--- src/rtl/bolme_denetleyici_pkg.sv ---
// ============================================================================
// Module   : bolme_denetleyici_pkg
// Purpose  : Shared op codes, FSM state encoding and op-decode helpers for
//            the divider sequencer.
// Revision : 1.0 - initial release
// ============================================================================
`default_nettype none

package bolme_denetleyici_pkg;

   localparam int SOZCUK_GENISLIGI_BIT = 32;

   localparam logic [1:0] ISLEM_DIV  = 2'b00;
   localparam logic [1:0] ISLEM_DIVU = 2'b01;
   localparam logic [1:0] ISLEM_REM  = 2'b10;
   localparam logic [1:0] ISLEM_REMU = 2'b11;

   typedef enum logic [2:0] {
      BOS    = 3'd0,
      BASLAT = 3'd1,
      BEKLE  = 3'd2,
      SONUC  = 3'd3,
      BOSALT = 3'd4
   } durum_t;

   function automatic logic isaretli(input logic [1:0] islem);
      return (islem == ISLEM_DIV) || (islem == ISLEM_REM);
   endfunction

   function automatic logic kalan_secili(input logic [1:0] islem);
      return (islem == ISLEM_REM) || (islem == ISLEM_REMU);
   endfunction

endpackage

`default_nettype wire

--- src/rtl/bolme_denetleyici_onbellek.sv ---
// ============================================================================
// Module   : bolme_denetleyici_onbellek
// Purpose  : Last-operand result store; flags a hit when a new request
//            repeats the previous operands and signedness.
// Revision : 1.0 - initial release
// ============================================================================
`default_nettype none

module bolme_denetleyici_onbellek
   import bolme_denetleyici_pkg::*;
#(
   parameter int SOZCUK_GENISLIGI = SOZCUK_GENISLIGI_BIT,
   parameter bit AKTIF            = 1'b1
) (
   input  logic                        i_clk,
   input  logic                        i_rstn,
   input  logic                        i_yaz,
   input  logic [SOZCUK_GENISLIGI-1:0] i_yaz_bolunen,
   input  logic [SOZCUK_GENISLIGI-1:0] i_yaz_bolen,
   input  logic                        i_yaz_isaretli,
   input  logic [SOZCUK_GENISLIGI-1:0] i_yaz_bolum,
   input  logic [SOZCUK_GENISLIGI-1:0] i_yaz_kalan,
   input  logic [SOZCUK_GENISLIGI-1:0] i_sor_bolunen,
   input  logic [SOZCUK_GENISLIGI-1:0] i_sor_bolen,
   input  logic                        i_sor_isaretli,
   output logic                        o_isabet,
   output logic [SOZCUK_GENISLIGI-1:0] o_bolum,
   output logic [SOZCUK_GENISLIGI-1:0] o_kalan
);

   generate
      if (AKTIF) begin : g_onbellek
         logic                        r_gecerli;
         logic [SOZCUK_GENISLIGI-1:0] r_bolunen;
         logic [SOZCUK_GENISLIGI-1:0] r_bolen;
         logic                        r_isaretli;
         logic [SOZCUK_GENISLIGI-1:0] r_bolum;
         logic [SOZCUK_GENISLIGI-1:0] r_kalan;

         always_ff @(posedge i_clk or negedge i_rstn) begin
            if (!i_rstn) begin
               r_gecerli  <= 1'b0;
               r_bolunen  <= '0;
               r_bolen    <= '0;
               r_isaretli <= 1'b0;
               r_bolum    <= '0;
               r_kalan    <= '0;
            end else if (i_yaz) begin
               r_gecerli  <= 1'b1;
               r_bolunen  <= i_yaz_bolunen;
               r_bolen    <= i_yaz_bolen;
               r_isaretli <= i_yaz_isaretli;
               r_bolum    <= i_yaz_bolum;
               r_kalan    <= i_yaz_kalan;
            end
         end

         assign o_isabet = r_gecerli && (r_bolunen == i_sor_bolunen) &&
                           (r_bolen == i_sor_bolen) && (r_isaretli == i_sor_isaretli);
         assign o_bolum  = r_bolum;
         assign o_kalan  = r_kalan;
      end else begin : g_onbellek_yok
         assign o_isabet = 1'b0;
         assign o_bolum  = '0;
         assign o_kalan  = '0;
      end
   endgenerate

endmodule

`default_nettype wire

--- src/rtl/bolme_denetleyici.sv ---
// ============================================================================
// Module   : bolme_denetleyici
// Purpose  : Execute-stage sequencer for the external multi-cycle divider,
//            with flush, watchdog and last-result reuse.
// Revision : 1.0 - initial release
// ============================================================================
`default_nettype none

module bolme_denetleyici
   import bolme_denetleyici_pkg::*;
#(
   parameter int SOZCUK_GENISLIGI = SOZCUK_GENISLIGI_BIT,
   parameter int ETIKET_GENISLIGI = 5,
   parameter bit ONBELLEK_AKTIF   = 1'b1,
   parameter int ZAMAN_ASIMI      = 40
) (
   input  logic                        clk_i,
   input  logic                        rstn_i,
   input  logic                        gecerli_i,
   output logic                        hazir_o,
   input  logic [1:0]                  islem_i,
   input  logic [SOZCUK_GENISLIGI-1:0] bolunen_i,
   input  logic [SOZCUK_GENISLIGI-1:0] bolen_i,
   input  logic [ETIKET_GENISLIGI-1:0] etiket_i,
   input  logic                        iptal_i,
   output logic                        sonuc_gecerli_o,
   input  logic                        sonuc_hazir_i,
   output logic [SOZCUK_GENISLIGI-1:0] sonuc_o,
   output logic [ETIKET_GENISLIGI-1:0] sonuc_etiket_o,
   output logic                        mesgul_o,
   output logic                        hata_o,
   output logic [SOZCUK_GENISLIGI-1:0] bol_bolunen_o,
   output logic [SOZCUK_GENISLIGI-1:0] bol_bolen_o,
   output logic                        bol_isaretli_o,
   output logic                        bol_basla_o,
   input  logic [SOZCUK_GENISLIGI-1:0] bol_bolum_i,
   input  logic [SOZCUK_GENISLIGI-1:0] bol_kalan_i,
   input  logic                        bol_hazir_i
);

   localparam int c_SAYAC_W = $clog2(ZAMAN_ASIMI + 1);
   localparam logic [c_SAYAC_W-1:0] c_SAYAC_SON = c_SAYAC_W'(ZAMAN_ASIMI - 1);

   durum_t                      r_durum;
   logic [1:0]                  r_islem;
   logic [SOZCUK_GENISLIGI-1:0] r_bolunen;
   logic [SOZCUK_GENISLIGI-1:0] r_bolen;
   logic [ETIKET_GENISLIGI-1:0] r_etiket;
   logic [SOZCUK_GENISLIGI-1:0] r_sonuc;
   logic                        r_hazir;
   logic                        r_sonuc_gecerli;
   logic                        r_basla;
   logic                        r_hata;
   logic [c_SAYAC_W-1:0]        r_sayac;

   logic                        w_kabul;
   logic                        w_isabet;
   logic                        w_onbellek_yaz;
   logic                        w_sure_doldu;
   logic [SOZCUK_GENISLIGI-1:0] w_onb_bolum;
   logic [SOZCUK_GENISLIGI-1:0] w_onb_kalan;

   assign w_kabul        = r_hazir && gecerli_i && !iptal_i;
   assign w_sure_doldu   = (r_sayac == c_SAYAC_SON);
   // A completion that coincides with a flush is dropped, not cached.
   assign w_onbellek_yaz = (r_durum == BEKLE) && bol_hazir_i && !iptal_i;

   bolme_denetleyici_onbellek #(
      .SOZCUK_GENISLIGI (SOZCUK_GENISLIGI),
      .AKTIF            (ONBELLEK_AKTIF)
   ) u_onbellek (
      .i_clk          (clk_i),
      .i_rstn         (rstn_i),
      .i_yaz          (w_onbellek_yaz),
      .i_yaz_bolunen  (r_bolunen),
      .i_yaz_bolen    (r_bolen),
      .i_yaz_isaretli (isaretli(r_islem)),
      .i_yaz_bolum    (bol_bolum_i),
      .i_yaz_kalan    (bol_kalan_i),
      .i_sor_bolunen  (bolunen_i),
      .i_sor_bolen    (bolen_i),
      .i_sor_isaretli (isaretli(islem_i)),
      .o_isabet       (w_isabet),
      .o_bolum        (w_onb_bolum),
      .o_kalan        (w_onb_kalan)
   );

   always_ff @(posedge clk_i or negedge rstn_i) begin
      if (!rstn_i) begin
         r_durum         <= BOS;
         r_islem         <= '0;
         r_bolunen       <= '0;
         r_bolen         <= '0;
         r_etiket        <= '0;
         r_sonuc         <= '0;
         r_hazir         <= 1'b1;
         r_sonuc_gecerli <= 1'b0;
         r_basla         <= 1'b0;
         r_hata          <= 1'b0;
         r_sayac         <= '0;
      end else begin
         case (r_durum)
            BOS: begin
               if (w_kabul) begin
                  r_islem   <= islem_i;
                  r_bolunen <= bolunen_i;
                  r_bolen   <= bolen_i;
                  r_etiket  <= etiket_i;
                  r_hazir   <= 1'b0;
                  if (w_isabet) begin
                     r_sonuc         <= kalan_secili(islem_i) ? w_onb_kalan : w_onb_bolum;
                     r_sonuc_gecerli <= 1'b1;
                     r_durum         <= SONUC;
                  end else begin
                     r_basla <= 1'b1;
                     r_durum <= BASLAT;
                  end
               end
            end
            BASLAT: begin
               r_basla <= 1'b0;
               r_sayac <= '0;
               r_durum <= iptal_i ? BOSALT : BEKLE;
            end
            BEKLE: begin
               if (bol_hazir_i) begin
                  if (iptal_i) begin
                     r_hazir <= 1'b1;
                     r_durum <= BOS;
                  end else begin
                     r_sonuc         <= kalan_secili(r_islem) ? bol_kalan_i : bol_bolum_i;
                     r_sonuc_gecerli <= 1'b1;
                     r_durum         <= SONUC;
                  end
               end else if (w_sure_doldu) begin
                  r_hata  <= 1'b1;
                  r_hazir <= 1'b1;
                  r_durum <= BOS;
               end else begin
                  r_sayac <= r_sayac + c_SAYAC_W'(1);
                  if (iptal_i) begin
                     r_durum <= BOSALT;
                  end
               end
            end
            BOSALT: begin
               // The divider ignores start while busy, so let it finish first.
               if (bol_hazir_i) begin
                  r_hazir <= 1'b1;
                  r_durum <= BOS;
               end else if (w_sure_doldu) begin
                  r_hata  <= 1'b1;
                  r_hazir <= 1'b1;
                  r_durum <= BOS;
               end else begin
                  r_sayac <= r_sayac + c_SAYAC_W'(1);
               end
            end
            SONUC: begin
               if (iptal_i || sonuc_hazir_i) begin
                  r_sonuc_gecerli <= 1'b0;
                  r_hazir         <= 1'b1;
                  r_durum         <= BOS;
               end
            end
            default: begin
               r_basla         <= 1'b0;
               r_sonuc_gecerli <= 1'b0;
               r_hazir         <= 1'b1;
               r_durum         <= BOS;
            end
         endcase
      end
   end

   assign hazir_o         = r_hazir;
   assign sonuc_gecerli_o = r_sonuc_gecerli;
   assign sonuc_o         = r_sonuc;
   assign sonuc_etiket_o  = r_etiket;
   assign mesgul_o        = (r_durum != BOS);
   assign hata_o          = r_hata;
   assign bol_bolunen_o   = r_bolunen;
   assign bol_bolen_o     = r_bolen;
   assign bol_isaretli_o  = isaretli(r_islem);
   assign bol_basla_o     = r_basla;

endmodule

`default_nettype wire

--- config.mk ---
export PLATFORM = sky130hd
export DESIGN_NAME = bolme_denetleyici
export DESIGN_NICKNAME = d
export VERILOG_FILES = /design/src/rtl/bolme_denetleyici_pkg.sv /design/src/rtl/bolme_denetleyici_onbellek.sv /design/src/rtl/bolme_denetleyici.sv
export SDC_FILE = /design/constraint.sdc
export NUM_CORES = 1
export LEC_CHECK = 0
export BUFFER_PORTS_ARGS = -buffer_cell sky130_fd_sc_hd__clkbuf_2
export CORE_UTILIZATION = 45
export CTS_CLUSTER_DIAMETER = 40
export DETAILED_ROUTE_END_ITERATION = 6
export HOLD_SLACK_MARGIN = 0.05
export PLACE_DENSITY = 0.75
export SLEW_MARGIN = 25
export SYNTH_ARGS = -nofsm -noshare
export SYNTH_HDL_FRONTEND = slang
export SYNTH_SLANG_ARGS = --single-unit
export TNS_END_PERCENT = 50
--- constraint.sdc ---
create_clock -name clk_i -period 3.4 [get_ports clk_i]
set_clock_uncertainty 0.15 [all_clocks]
set_input_delay 0.51 -clock clk_i [delete_from_list [all_inputs] [get_ports clk_i]]
set_output_delay 0.51 -clock clk_i [all_outputs]
set_load 0.01 [all_outputs]
==> impl_metrics.tcl, run 1 <==
set metrics [dict create \
    run_status "finished, final reports clean" \
    final_nets 1328 \
    final-max-slew-violation-count 0 \
    startpoint "u_onbellek.g_onbellek.r_bolen[23]" \
    place_hpwl_mm 18.8 \
    swShare 0.332 \
    cts_sinks 246 \
    grt_pass1_wl_mm 45.5 \
    wl_per_cell_um 18.3 \
    setup_tns_ns 0 \
    postLayoutCellArea_um2 14700 \
    post-cts-setup-buffers 0 \
    tightest_slew_ns 0.943 \
    max_stage_delay_ns 0.58 \
    cap_violations 0 \
    clk_latency_ns 0.50 \
    start_kind "flip-flop" \
    fillers 2071 \
    crit_type "flip-flop to flip-flop" \
    ff_latch_area_um2 6160 \
    p_seq_frac 0.395 \
    chipWidth_um 164 \
    synth_flop_cell "dfrtp_1" \
    crit_slowest_cell "or4_1" \
    critPathCapture "sonuc_o[30]" \
    cp.required_ns 3.61 \
    syn_avg_cell_area_um2 12.5 \
    post_cts_resize_count 0 \
    finalSetupViolCount 0 \
    grt_max_degree 166 \
    yosysMostFrequentCell "dfrtp_1" \
    p_comb_frac 0.321 \
    num_antenna_cells 0 \
    portBuffers 247 \
    slew_headroom 0.371 \
    ys_seq_area_frac 0.520 \
    io_pins 248 \
    place.gp.congestion 0.804 \
    synthCells 949 \
    synth_edf_count 0 \
    syn_nets 1091 \
    powerDensity_nw_per_um2 910 \
    placed_area_um2 13400 \
    ys_types 53 \
    hold_class "input port to flip-flop" \
    yosys_warnings 0 \
    dieArea_um2 27000 \
    ys_ff_latch 246 \
    yosysTopAreaCell "dfrtp_1" \
    path_cells "nor2b_1 -> a2111oi_0 -> nand4_1 -> or4_1 -> buf_4 -> nor4_4 -> buf_4 -> o211ai_1" \
    synth_top_cell_area_share 0.518 \
    r2r_setup_slack_ns 0.49 \
    p_leak_nw 6.85 \
    areaGrowthSynthToFinish_pct 24.2 \
    clk_pin_slew_ns 0.06 \
    grt_pass1_vias 8665 \
    wirelength_mm 28.2 \
    drive_above_1_share 0.460 \
    worstPathMaxFanout 34 \
    cts_root_buf "clkbuf_16" \
    cts_tree "yes" \
    antenna_found_initial 0 \
    synth_common_cells "dfrtp_1 (245), mux2_2 (193), nand2_1 (77)" \
    p_clk_frac 0.283 \
    cts_buffer_depth 3 \
    power_switching_w 0.00444 \
    multi_input_area_um2 5340 \
    r2r_end "sonuc_o[30]" \
    ys_async_sr_fraction 1.00 \
    cp.arrival_ns 3.12 \
    drt_iter0_drc 472 \
    track_usage 0.214 \
    grt-ovfl-total 0 \
    initial_utilization 0.465 \
    cp_common_cell "buf_4" \
    dr.pass1.iters 4 \
    synth_top_cells_by_area "dfrtp_1 (52%), mux2_2 (18%), xor2_1 (3.6%), a211oi_2 (3.1%), mux2i_1 (2.8%)" \
    worst_r2r_startpoint "u_onbellek.g_onbellek.r_bolen[23]" \
    syn_area_um2 11800 \
    final.min_clock_period_ns 2.91 \
    die_h_um 164 \
    internal_power_w 0.00893 \
    row_count 58 \
    coreArea_um2 25500 \
    vias_per_cell 5.44 \
    num_vias 8386 \
    max_freq_mhz 344 \
    cts-htree-levels 2 \
    numCtsBuffers 37 \
    rsz0062_at_grt "no" \
    final-hold-violation-count 0 \
    drc 0 \
    fin_crit_sh 0.856 \
    ant_nets 0 \
    cp-end-kind "flip-flop" \
    vdd_drop_max_v 0.000720 \
    r2r_cells 8 \
]
## worst max-delay path: cells and delay by family (launching register included)
family,cells,cell delay [ns]
buffers and inverters,2,0.51
AOI/OAI and AO/OA,2,0.46
DFF,1,0.39
and+or+nand+nor,4,1.25
## flip-flops by register name, indices dropped and copies added, names as in the netlist
signal and count:
bol_bolen_o 32, bol_bolunen_o 32, sonuc_o 32, u_onbellek.g_onbellek.r_bolen 32
u_onbellek.g_onbellek.r_bolunen 32, u_onbellek.o_bolum 32, u_onbellek.o_kalan 32, r_sayac 6
sonuc_etiket_o 5, r_durum 3, r_islem 2, bol_basla_o 1
hata_o 1, hazir_o 1, sonuc_gecerli_o 1, u_onbellek.g_onbellek.r_gecerli 1
u_onbellek.g_onbellek.r_isaretli 1
## placed cells by master (no fill, tap or decap), types with 12 or more instances in the layout
master	instances
clkbuf_2	246
dfrtp_1	244
mux2_2	193
nand2_1	77
xor2_1	49
clkbuf_16	37
nor2b_1	36
a211oi_1	36
mux2i_1	33
or4b_1	32
o211ai_1	32
a211oi_2	29
o21ai_0	13
buf_4	13
inv_1	12
## how the worst min path moves through the flow
stage / startpoint / cells after the start / to
2_1_floorplan: rstn_i / 0 / bol_basla_o
3_3_place_gp: u_onbellek.g_onbellek.r_gecerli / 1 / u_onbellek.g_onbellek.r_gecerli
3_5_place_dp: u_onbellek.g_onbellek.r_gecerli / 1 / u_onbellek.g_onbellek.r_gecerli
4_1_cts: etiket_i[4] / 2 / sonuc_etiket_o[4]
5_1_grt: etiket_i[4] / 2 / sonuc_etiket_o[4]
6_report: etiket_i[4] / 2 / sonuc_etiket_o[4]
## per-layer routing
layer | part of all wire | global-route usage | routed length [um] | up-vias
met3 | 0.094 | 0.0712 | 2650 | 42
li1 | - | - | - | 3935
met2 | 0.48 | 0.348 | 13400 | 258
met4 | 0.016 | 0.0497 | 449 | 0
met5 | 0 | 0 | 0 | -
met1 | 0.41 | 0.274 | 11600 | 4151
## power by group through the flow
stage	Clock [W]	Combinational [W]	Sequential (W)
2_1_floorplan	0	0.00270	0.00531
3_3_place_gp	0	0.00420	0.00524
3_5_place_dp	0	0.00432	0.00532
4_1_cts	0.00387	0.00436	0.00529
5_1_grt	0.00401	0.00470	0.00548
6_report	0.00379	0.00430	0.00529
## cells by family (layout without fill, tap and decap cells)
kind of cell    Yosys count  count (layout)  synth area share
fa+ha+maj                 1               1           0.00106
flops                   246             246             0.520
simple gates            199             199            0.0983
xor+xnor                 57              57            0.0422
buf+inv                  82             345            0.0298
compound gates          138             138            0.0968
mux                     226             226             0.212
## through the flow
step                worst slack [ns]  instances  total power (W)   util  hold WS, ns
floorplan                      0.694        949          0.00801      -       0.0644
global placement               0.214       1476          0.00944  0.528        0.296
detailed placement             0.190       1476          0.00964  0.528        0.301
CTS                            0.424       1542           0.0135  0.577       0.0702
global route                   0.320       1542           0.0142  0.577       0.0786
finish                         0.490       1542           0.0134  0.577       0.0877
## final cells by class
type	instances	share of cell area
inverters	12	0.00306
repair buffers	268	0.102
clock inverters	20	0.0169
well taps	330	0.0281
flip-flops and latches	246	0.419
multi-input cells	621	0.363
clock buffers	45	0.0678
## timing repair
| item | in CTS | in global routing |
|---|---|---|
| setup endpoints to repair | 0 | 0 |
| hold buffers | 1 | 0 |
| endpoints found under the hold margin | 91 | 0 |
(Power assumes the default switching activity.)
==> run 2: changes to the inputs <==
- SYNTH_HIERARCHICAL: default -> 1
==> impl_metrics.tcl, run 2 <==
set metrics [dict create \
    num_antenna_cells 0 \
    run_status "finished, final reports clean" \
    ant_nets 0 \
    ys_seq_area_frac 0.543 \
    clk_latency_ns 0.51 \
    drive_above_1_share 0.500 \
    start_kind "flip-flop" \
    syn_avg_cell_area_um2 13.3 \
    ys_ff_latch 246 \
    synthCells 850 \
    io_pins 248 \
    drt_iter0_drc 398 \
    post-cts-setup-buffers 0 \
    p_leak_nw 7.12 \
    cts_sinks 246 \
    hold_class "input port to flip-flop" \
    track_usage 0.205 \
    antenna_found_initial 0 \
    grt_pass1_vias 8081 \
    setup_ws_ns 0.232 \
    cp.arrival_ns 3.40 \
    areaGrowthSynthToFinish_pct 25.4 \
    numCtsBuffers 36 \
    final-hold-violation-count 0 \
    m1WireLength_mm 11.3 \
    portBuffers 247 \
    cp-end-kind "flip-flop" \
    powerDensity_nw_per_um2 855 \
    ys_types 60 \
    grt-ovfl-total 0 \
    place.gp.congestion 0.829 \
    wl_per_cell_um 17.9 \
    synth_top_cell_area_share 0.540 \
    wirelength_mm 26.0 \
    synth_top_cells_by_area "dfrtp_1 (54%), mux2_2 (19%), mux2_4 (3.8%), mux2i_1 (2.8%), a211oi_1 (2.2%)" \
    yosys_warnings 6 \
    drc 0 \
    yosysTopAreaCell "dfrtp_1" \
    syn_area_um2 11300 \
    num_vias 7737 \
    tightest_slew_ns 0.869 \
    syn_nets 992 \
    max_freq_mhz 316 \
    met3RoutedLength_mm 1.98 \
    initial_utilization 0.462 \
    chipWidth_um 161 \
    vias_per_cell 5.32 \
    ys_async_sr_fraction 1.00 \
    grt_max_degree 87 \
    met2_length_mm 12.1 \
    finalNonFillerCells 1453 \
    dp_cells 1386 \
    die_h_um 161 \
    rsz0062_at_grt "no" \
    cts-htree-levels 2 \
    row_count 57 \
    place_hpwl_mm 17.9 \
    vdd_drop_max_v 0.000627 \
    crit_type "flip-flop to flip-flop" \
    fin_crit_sh 0.932 \
    cts_tree "yes" \
    cts_buffer_depth 3 \
    synth_common_cells "dfrtp_1 (245), mux2_2 (190), a21oi_1 (37)" \
    cts_root_buf "clkbuf_16" \
    final_cell_mix "clkbuf_2 (246), dfrtp_1 (244), mux2_2 (190)" \
    synth_flop_cell "dfrtp_1" \
    final.min_clock_period_ns 3.17 \
    final-max-slew-violation-count 0 \
    yosysMostFrequentCell "dfrtp_1" \
    slew_headroom 0.421 \
    finalSetupViolCount 0 \
    coreArea_um2 24500 \
    clk_pin_slew_ns 0.05 \
    place_ws_ns -0.198 \
    grt_pass1_wl_mm 42.6 \
    cp.required_ns 3.63 \
    worstPathMaxFanout 33 \
    worst_hold_slack_ns 0.0871 \
    synth_edf_count 0 \
    cap_violations 0 \
    final_nets 1243 \
    dieArea_um2 25800 \
    top_layer "met4" \
    final_common_cell "clkbuf_2" \
    dr.pass1.iters 4 \
]
[run 2: per-layer routing]
metal | vias up | global-route usage
met5 | - | 0
met4 | 0 | 0.0703
met3 | 49 | 0.0599
met2 | 268 | 0.328
met1 | 3832 | 0.267
li1 | 3588 | -
[run 2: layout make-up]
type | count | area (um^2)
clock buffer | 48 | 1030
clock inverter | 18 | 234
fill | 2001 | 10300
inverter | 28 | 108
multi-input combinational | 526 | 4830
sequential | 246 | 6160
tap | 324 | 405
timing repair buffer | 263 | 1460
[run 2: worst max-delay path, stage by stage (launching register included)]
cell and delay, ns:
dfrtp_1 0.36, inv_1 0.10, o22ai_1 0.10, nor4_1 0.47
nand4_1 0.22, nor4_4 0.36, or3b_1 0.37, a211o_2 0.36
buf_12 0.19, mux2_4 0.33
[run 2: timing repair]
| action | CTS | global route |
|---|---|---|
| hold buffers | 1 | 0 |
| hold endpoints to repair | 82 | 0 |
| endpoints found under the setup margin | 0 | 32 |
| resized for setup | 0 | 3 |
[run 2: power by group]
group          internal (W)  switching, W
sequential          0.00412      0.000855
combinational       0.00186       0.00150
clock               0.00246       0.00137
[run 2: final timing paths]
kind,from,cells after the start,slack [ns],endpoint
max reg2reg,u_onbellek/g_onbellek.r_bolunen[23],9,0.23,sonuc_o[18]
min reg2reg,hata_o,1,0.31,hata_o
max,u_onbellek/g_onbellek.r_bolunen[23],9,0.23,sonuc_o[18]
max in group asynchronous,rstn_i,3,1.77,hazir_o
min in group asynchronous,rstn_i,2,0.43,sonuc_o[10]
min,etiket_i[2],2,0.09,sonuc_etiket_o[2]
[run 2: cells by family (layout without fill, tap and decap cells)]
| kind of cell | count (synthesis) | after routing | synth area share |
|---|---|---|---|
| buf+inv | 78 | 357 | 0.0339 |
| mux | 251 | 251 | 0.255 |
| flops | 246 | 246 | 0.543 |
| simple gates | 102 | 102 | 0.0569 |
| xor+xnor | 44 | 44 | 0.0346 |
| fa+ha+maj | 1 | 1 | 0.00110 |
| compound gates | 128 | 128 | 0.0755 |
[run 2: metrics by stage]
| stage | utilization | setup TNS, ns | instance area, um^2 | power [W] |
|---|---|---|---|---|
| 2_1_floorplan | - | 0 | 11300 | 0.00707 |
| 3_3_place_gp | 0.527 | -4.45 | 12900 | 0.00823 |
| 3_5_place_dp | 0.527 | -5.91 | 12900 | 0.00837 |
| 4_1_cts | 0.579 | 0 | 14200 | 0.0123 |
| 5_1_grt | 0.580 | 0 | 14200 | 0.0128 |
| 6_report | 0.580 | 0 | 14200 | 0.0122 |
==> run 3: changes to the inputs <==
- REMOVE_ABC_BUFFERS: default -> 1
==> impl_metrics.tcl, run 3 (synthesis gave the netlist of run 2 again) <==
set metrics [dict create \
    track_usage 0.201 \
    portBuffers 247 \
    run_status "finished, final reports clean" \
    crit_slowest_cell "dfrtp_1" \
    initial_utilization 0.462 \
    cp_common_cell "nor4_2" \
    coreArea_um2 24500 \
    critical_path_buf_inv_count 2 \
    areaGrowthSynthToFinish_pct 26.3 \
    path_cells "xor2_1 -> nor4_2 -> and4_1 -> nand4_2 -> nor4_2 -> buf_4 -> or3b_1 -> a211o_2 -> buf_12 -> mux2_4" \
    grt-ovfl-total 0 \
    cp.required_ns 3.63 \
    powerDensity_nw_per_um2 864 \
    power.total_w 0.0124 \
    ant_nets 0 \
    vdd_drop_max_v 0.000669 \
    dr.pass1.iters 4 \
    tightest_slew_ns 0.944 \
    cts_root_buf "clkbuf_16" \
    fin_crit_sh 0.928 \
    wirelength_mm 25.8 \
    crit_type "flip-flop to flip-flop" \
    cp-end-kind "flip-flop" \
    grt_pass1_vias 7965 \
    multi_input_area_um2 4830 \
    final_cell_mix "clkbuf_2 (246), dfrtp_1 (244), mux2_2 (190)" \
    grt_max_degree 105 \
    final.min_clock_period_ns 3.16 \
    dp_cells 1388 \
    max_stage_delay_ns 0.40 \
    num_vias 7698 \
    startpoint "u_onbellek/g_onbellek.r_bolen[9]" \
    rsz0062_at_grt "no" \
    vias_per_cell 5.28 \
    dieArea_um2 25800 \
    ff_latch_area_um2 6160 \
    met2_length_mm 12.1 \
    antenna_found_initial 0 \
    fillers 1987 \
    worstPathMaxFanout 33 \
    cp.arrival_ns 3.38 \
    top_layer "met4" \
    max_freq_mhz 317 \
    worst_r2r_startpoint "u_onbellek/g_onbellek.r_bolen[9]" \
    wl_per_cell_um 17.7 \
    slew_headroom 0.371 \
    finalSetupViolCount 0 \
    crit_cells 10 \
    finalNonFillerCells 1457 \
    critical_path.top_delay_family "simple AND/OR/NAND/NOR gates" \
    drt_iter0_drc 365 \
    numCtsBuffers 39 \
    num_antenna_cells 0 \
    setup_tns_ns 0 \
    clk_pin_slew_ns 0.06 \
    chipWidth_um 161 \
    final_nets 1248 \
    min_path_cells 2 \
    clk_latency_ns 0.50 \
    r2r_cells 10 \
    r2r_end "sonuc_o[3]" \
    drc 0 \
    hold_class "input port to flip-flop" \
    met3RoutedLength_mm 2.27 \
    cts_tree "yes" \
    grt_pass1_wl_mm 41.7 \
    r2r_setup_slack_ns 0.24 \
    die_h_um 161 \
    final-hold-violation-count 0 \
    cap_violations 0 \
    p_leak_nw 7.16 \
    m1WireLength_mm 10.9 \
    io_pins 248 \
    post-cts-setup-buffers 0 \
    final_common_cell "clkbuf_2" \
    drive_above_1_share 0.504 \
    cts_buffer_depth 3 \
    final-max-slew-violation-count 0 \
    start_kind "flip-flop" \
    row_count 57 \
    critPathCapture "sonuc_o[3]" \
    place.gp.congestion 0.804 \
    cts-htree-levels 2 \
    place_hpwl_mm 17.8 \
    cts_sinks 246 \
]
[run 3: cell type report]
class,count,area share
Sequential cell,246,0.430
Multi-Input combinational cell,526,0.337
Timing Repair Buffer,265,0.102
Clock buffer,48,0.0747
Tap cell,324,0.0283
Clock inverter,20,0.0202
Inverter,28,0.00769
[run 3: worst min path at each step]
stage	start	to
global placement	u_onbellek/g_onbellek.r_gecerli	u_onbellek/g_onbellek.r_gecerli
floorplan	rstn_i	bol_basla_o
CTS	etiket_i[0]	sonuc_etiket_o[0]
detailed placement	u_onbellek/g_onbellek.r_gecerli	u_onbellek/g_onbellek.r_gecerli
global route	etiket_i[4]	sonuc_etiket_o[4]
finish	etiket_i[0]	sonuc_etiket_o[0]
[run 3: report_power, final]
group / switching, W / leakage (nW) / internal (W)
Sequential: 0.000822 / 3.17 / 0.00412
Combinational: 0.00150 / 3.33 / 0.00185
Clock: 0.00139 / 0.657 / 0.00270
[run 3: per-stage QoR]
step / setup WS, ns / util / instance area (um^2) / hold slack [ns]
2_1_floorplan: -4.55 / - / 11100 / 0.0644
3_3_place_gp: -0.154 / 0.527 / 12900 / 0.294
3_5_place_dp: -0.137 / 0.527 / 12900 / 0.298
4_1_cts: 0.0662 / 0.583 / 14300 / 0.0657
5_1_grt: 0.0709 / 0.584 / 14300 / 0.0784
6_report: 0.244 / 0.584 / 14300 / 0.0891
[run 3: metal layers]
metal | up-vias | global-route usage
met5 | - | 0
met4 | 0 | 0.0545
met3 | 40 | 0.0687
met2 | 230 | 0.332
met1 | 3827 | 0.251
li1 | 3601 | -
[run 3: timing repair]
action | 4_1_cts | 5_1_grt
endpoints found under the setup margin | 0 | 32
hold buffers | 1 | 0
gates resized for setup | 0 | 3
endpoints found under the hold margin | 101 | 0
